$ cat src/rtl/rsa_uart_ctrl.sv
// -----------------------------------------------------------------------------
// rsa_uart_ctrl
// Avalon-MM master that drives an RS232 UART and sequences an RSA256 decryption
// core. It polls the UART and collects the modulus n, the private key d and the
// ciphertext a, 32 bytes each and MSB-first. It then pulses the core start,
// waits for the core to finish and returns 31 plaintext bytes, MSB-first, to
// the UART. After reset, n and d are loaded once. Later ciphertexts reuse them.
//
// Ports
//   i_clk, i_rst        clock; asynchronous active-high reset
//   avm_*               Avalon-MM master (address/read/write/writedata/
//                       readdata/waitrequest) towards the UART IP
//   o_core_start        one-cycle start pulse to the core
//   o_core_a/d/n        operands to the core (these are the shift registers)
//   i_core_result       core result (o_a_pow_d[255:0])
//   i_core_finished     core done flag
//   i_key_reload        only with RSA_KEY_RELOAD_EN defined: requests a new
//                       n/d before the next ciphertext
//
// Optional feature macro: RSA_KEY_RELOAD_EN
// -----------------------------------------------------------------------------
module rsa_uart_ctrl #(
   parameter int KEY_BYTES   = 32,
   parameter int OUT_BYTES   = 31,
   parameter int RX_BASE     = 0,
   parameter int TX_BASE     = 4,
   parameter int STATUS_BASE = 8,
   parameter int RX_OK_BIT   = 7,
   parameter int TX_OK_BIT   = 6
) (
   input  logic                   i_clk,
   input  logic                   i_rst,
   output logic [4:0]             avm_address,
   output logic                   avm_read,
   input  logic [31:0]            avm_readdata,
   output logic                   avm_write,
   output logic [31:0]            avm_writedata,
   input  logic                   avm_waitrequest,
   output logic                   o_core_start,
   output logic [8*KEY_BYTES-1:0] o_core_a,
   output logic [8*KEY_BYTES-1:0] o_core_d,
   output logic [8*KEY_BYTES-1:0] o_core_n,
   input  logic [8*KEY_BYTES-1:0] i_core_result,
   input  logic                   i_core_finished
`ifdef RSA_KEY_RELOAD_EN
   ,
   input  logic                   i_key_reload
`endif
);

   localparam int OP_W  = 8 * KEY_BYTES;
   localparam int CNT_W = $clog2(KEY_BYTES);

   localparam logic [4:0]       ADDR_RX     = 5'(RX_BASE);
   localparam logic [4:0]       ADDR_TX     = 5'(TX_BASE);
   localparam logic [4:0]       ADDR_STATUS = 5'(STATUS_BASE);
   localparam logic [CNT_W-1:0] LAST_RX     = CNT_W'(KEY_BYTES - 1);
   localparam logic [CNT_W-1:0] LAST_TX     = CNT_W'(OUT_BYTES - 1);

   typedef enum logic [2:0] {
      S_QUERY_RX,
      S_READ,
      S_START,
      S_WAIT_CALC,
      S_QUERY_TX,
      S_WRITE
   } state_t;

   typedef enum logic [1:0] {
      P_N,
      P_D,
      P_A
   } phase_t;

   state_t            state_reg, state_next;
   phase_t            phase_reg, phase_next;
   logic [CNT_W-1:0]  cnt_reg, cnt_next;
   logic [OP_W-1:0]   n_reg, n_next;
   logic [OP_W-1:0]   d_reg, d_next;
   logic [OP_W-1:0]   a_reg, a_next;
   logic [OP_W-1:0]   result_reg, result_next;

   // The plaintext byte for each TX index. Index 0 is result[247:240]. The
   // result's top byte is never sent. Indices past OUT_BYTES are not reachable.
   logic [7:0] tx_bytes [0:(1<<CNT_W)-1];

   genvar gi;
   generate
      for (gi = 0; gi < (1 << CNT_W); gi++) begin : g_tx_byte
         if (gi < OUT_BYTES) begin : g_live
            assign tx_bytes[gi] = result_reg[OP_W-9-8*gi -: 8];
         end else begin : g_pad
            assign tx_bytes[gi] = 8'h00;
         end
      end
   endgenerate

   // Upper read-data bits and the dropped result byte have no function.
   logic unused_bits;
   assign unused_bits = ^{avm_readdata[31:8], result_reg[OP_W-1:OP_W-8]};

   assign o_core_n = n_reg;
   assign o_core_d = d_reg;
   assign o_core_a = a_reg;

   always_ff @(posedge i_clk or posedge i_rst) begin
      if (i_rst) begin
         state_reg  <= S_QUERY_RX;
         phase_reg  <= P_N;
         cnt_reg    <= '0;
         n_reg      <= '0;
         d_reg      <= '0;
         a_reg      <= '0;
         result_reg <= '0;
      end else begin
         state_reg  <= state_next;
         phase_reg  <= phase_next;
         cnt_reg    <= cnt_next;
         n_reg      <= n_next;
         d_reg      <= d_next;
         a_reg      <= a_next;
         result_reg <= result_next;
      end
   end

   // The bus request is decoded from the registered state alone. This holds it
   // constant across a stall. A transfer completes in the first cycle in which
   // waitrequest is low.
   always_comb begin
      state_next    = state_reg;
      phase_next    = phase_reg;
      cnt_next      = cnt_reg;
      n_next        = n_reg;
      d_next        = d_reg;
      a_next        = a_reg;
      result_next   = result_reg;
      avm_address   = ADDR_STATUS;
      avm_read      = 1'b0;
      avm_write     = 1'b0;
      avm_writedata = '0;
      o_core_start  = 1'b0;

      case (state_reg)
         S_QUERY_RX: begin
            avm_read    = 1'b1;
            avm_address = ADDR_STATUS;
`ifdef RSA_KEY_RELOAD_EN
            // A reload is taken only between ciphertexts. This way no byte
            // that has already been collected is lost.
            if (i_key_reload && phase_reg == P_A && cnt_reg == '0)
               phase_next = P_N;
`endif
            if (!avm_waitrequest && avm_readdata[RX_OK_BIT])
               state_next = S_READ;
         end

         S_READ: begin
            avm_read    = 1'b1;
            avm_address = ADDR_RX;
            if (!avm_waitrequest) begin
               case (phase_reg)
                  P_N:     n_next = {n_reg[OP_W-9:0], avm_readdata[7:0]};
                  P_D:     d_next = {d_reg[OP_W-9:0], avm_readdata[7:0]};
                  default: a_next = {a_reg[OP_W-9:0], avm_readdata[7:0]};
               endcase
               if (cnt_reg == LAST_RX) begin
                  cnt_next = '0;
                  case (phase_reg)
                     P_N: begin
                        phase_next = P_D;
                        state_next = S_QUERY_RX;
                     end
                     P_D: begin
                        phase_next = P_A;
                        state_next = S_QUERY_RX;
                     end
                     default: state_next = S_START;
                  endcase
               end else begin
                  cnt_next   = cnt_reg + 1'b1;
                  state_next = S_QUERY_RX;
               end
            end
         end

         S_START: begin
            o_core_start = 1'b1;
            state_next   = S_WAIT_CALC;
         end

         // The done flag left over from the previous run is still high while
         // in S_START. It is sampled here only, after the core has cleared it.
         S_WAIT_CALC: begin
            if (i_core_finished) begin
               result_next = i_core_result;
               cnt_next    = '0;
               state_next  = S_QUERY_TX;
            end
         end

         S_QUERY_TX: begin
            avm_read    = 1'b1;
            avm_address = ADDR_STATUS;
            if (!avm_waitrequest && avm_readdata[TX_OK_BIT])
               state_next = S_WRITE;
         end

         S_WRITE: begin
            avm_write     = 1'b1;
            avm_address   = ADDR_TX;
            avm_writedata = {24'h000000, tx_bytes[cnt_reg]};
            if (!avm_waitrequest) begin
               if (cnt_reg == LAST_TX) begin
                  cnt_next   = '0;
                  state_next = S_QUERY_RX;
               end else begin
                  cnt_next   = cnt_reg + 1'b1;
                  state_next = S_QUERY_TX;
               end
            end
         end

         default: state_next = S_QUERY_RX;
      endcase
   end

endmodule

$ cat config.mk
export PLATFORM = sky130hd
export DESIGN_NAME = rsa_uart_ctrl
export DESIGN_NICKNAME = d
export VERILOG_FILES = /design/src/rtl/rsa_uart_ctrl.sv
export SDC_FILE = /design/constraint.sdc
export NUM_CORES = 2
export LEC_CHECK = 0
export BUFFER_PORTS_ARGS = -buffer_cell sky130_fd_sc_hd__buf_2
export CAP_MARGIN = 25
export CORE_AREA = 2 2 434 436
export DETAILED_ROUTE_END_ITERATION = 10
export DIE_AREA = 0 0 436 438
export GPL_ROUTABILITY_DRIVEN = 0
export GPL_TIMING_DRIVEN = 1
export SLEW_MARGIN = 20
export SYNTH_ARGS = -nofsm -noshare
export SYNTH_HDL_FRONTEND = slang
export SYNTH_SLANG_ARGS = --single-unit
$ cat constraint.sdc
create_clock -name i_clk -period 37 [get_ports i_clk]
set_input_delay 3.7 -clock i_clk [delete_from_list [all_inputs] [get_ports i_clk]]
set_output_delay 3.7 -clock i_clk [all_outputs]
set_load 0.02 [all_outputs]
==> impl_metrics.yaml <==
place:
  io_buffers: 1040
  hpwl_um: 104000
  place_ws_ns: 29.13
job:
  drv_cap: 0
die:
  die_area_um2: 191000
  initial_utilization: 0.217
  row_count: 159
  die_h_um: 438
  dieWidth_um: 436
  core_um2: 187000
  ios: 1100
global_routing:
  grt.overflow.total: 0
  antenna_found_initial: 35
  track_usage: 0.137
  grt_max_degree: 166
  first_global_vias: 25300
  grt_pass1_wl_um: 191000
logic_synthesis:
  ys_seq_area_frac: 0.635
  post_synth_mux_area_share: 0.320
  synth_top_area_cell: "dfrtp_1"
  synth_common_cells: "dfrtp_1, mux2_2, buf_2"
  synth_top_area_share: 0.635
  synth_edf_count: 0
  yosysUniqueCellTypes: 49
  yosys-top-cells-area: "dfrtp_1, mux2_2, mux4_2"
  synth.ff_latch_count: 1026
  synth_top_family_by_area: "multiplexers"
  syn_inst: 2437
  synth_xor_area_frac: 0.000217
  yosysMostFrequentCell: "dfrtp_1"
  netlist_area_um2: 40400
  syn_avg_cell_area_um2: 16.6
  synth_adder_area_share: 0.000928
  ys_warn_count: 0
  synthFlopType: "dfrtp_1"
  synth_compound_area_frac: 0.0110
  synthArstFlopShare: 1.00
  synth-simple-area-share: 0.00795
cells_and_area:
  syn_to_final_growth_pct: 28.7
  final.fill_count: 19300
  layout.nets: 3772
  drive_above_1_share: 0.646
outcome:
  status: "finished clean"
timing:
  holdWs_ns: 0.475
  tns_ns: 0
  period_minus_slack_ns: 7.97
  hold_violations: 0
  timing.fmax_mhz: 126
  relSlewSlack: 0.223
  fin_ws_ns: 29.03
  rsz0062_at_grt: "no"
  finalCritPeriodShare: 0.215
  final_max_slew_viol_count: 0
  tightest_slew_ns: 1.17
  setup_violations: 0
  skew_ns: 0.0561
route:
  met1_length_um: 54800
  drc: 0
  routed.top_layer: "met5"
  dr.pass1.iters: 5
  vias: 25300
  postRouteAntennaNets: 0
  drt-total-wl_um: 136000
  first_iter_violations: 1453
  wl_per_cell_um: 22.4
  wl_met3_um: 7300
  via_per_inst: 4.16
  wl_met2_um: 70300
clocking:
  htree_levels: 3
  insertion_delay_ns: 0.75
  cts_tree: "done"
  post_cts_buffers: 0
  cts_max_path_buffers: 3
  cts_buffers: 113
  clk_pin_slew_worst_paths_ns: 0.06
  clockRootBuffer: "clkbuf_16"
  post_cts_resized: 0
  cts_sinks: 1026
  postCtsHoldBufs: 0
critical_path:
  ff2ff_setup_slack_ns: 33.03
  critPathLaunchType: "register"
  critPathRequiredTime_ns: 33.30
  cp_max_fo: 37
  cp.arrival_ns: 4.27
  crit_type: "reg2out"
  endpoint_kind: "output pin"
pwr:
  leakagePower_nw: 28.6
  p_per_area_nw_per_um2: 46.0
  vdd_drop_max_v: 0.0000407
min_path:
  hold_class: "reg2reg"
-- worst max-delay path, cell delays in order, from the launching register on --
cell and delay (ns):
dfrtp_4 0.93, buf_4 0.62, mux4_2 0.63, mux2i_1 0.81, o21ai_0 0.19, o31a_1 0.15
buf_2 0.17
-- kinds of logic (layout without fill, tap and decap cells) --
family	Yosys count	count (layout)
compound gates	66	66
xor+xnor	1	1
fa+ha+maj	3	3
buf+inv	172	1274
flops	1026	1026
mux	1107	1107
other cells	1	46
simple gates	61	61
-- worst paths after layout --
check                               from          endpoint  cells after the start
max                           cnt_reg[0]  avm_writedata[5]                      6
min                        o_core_d[166]     o_core_d[174]                      1
max reg2reg                 state_reg[1]     o_core_a[247]                      6
min reg2reg                o_core_d[166]     o_core_d[174]                      1
max in group asynchronous          i_rst      o_core_d[37]                      6
min in group asynchronous          i_rst     o_core_a[222]                      2
-- routing by layer --
metal	vias to the layer above	GRT usage
met5	-	0
met4	2	0.0452
met3	207	0.0299
met2	704	0.238
met1	13500	0.168
li1	10900	-
-- stage by stage --
stage | power [mW] | std cells | util | instance area, um^2
finish | 2.40 | 6079 | 0.279 | 52100
global route | 2.49 | 6076 | 0.279 | 52100
CTS | 2.44 | 6057 | 0.278 | 51900
detailed placement | 1.29 | 5854 | 0.258 | 48200
global placement | 1.29 | 5854 | 0.258 | 48200
floorplan | 1.24 | 2463 | - | 40500
-- cell usage in the layout, fill, tap and decap left out, drive strengths merged, types with 2 or more instances in the layout --
cell         n
nor2b        4
mux4        47
bufinv       3
nand2       12
buf       1069
o31a         7
dfrtp     1026
and3         2
conb        27
clkbuf     165
nand2b       4
a221oi       7
a21o         3
a21oi       12
clkinvlp     4
o21ai       13
a211oi       7
or3          2
nor2        22
mux2i       27
clkinv      24
ha           3
o22ai        8
nor3         4
diode       19
mux2      1033
nand3        2
inv          9
-- final cells by class --
cell class                      instances  area [um^2]  share of cell area
Sequential cell                      1026        25700               0.493
Multi-Input combinational cell       1265        13900               0.267
Timing Repair Buffer                 1069         5530               0.106
Clock buffer                          165         3330              0.0640
Tap cell                             2495         3120              0.0600
Clock inverter                         38          430             0.00827
Antenna cell                           19         47.5            0.000913
Inverter                                2         15.0            0.000288
-- where the power goes --
part / internal, mW / total (mW) / switching [mW]
clock network: 0.648 / 1.13 / 0.486
registers: 1.12 / 1.15 / 0.0257
logic: 0.0414 / 0.112 / 0.0703
total: 1.81 / 2.40 / 0.582
Power figures use the tool's default switching activity.
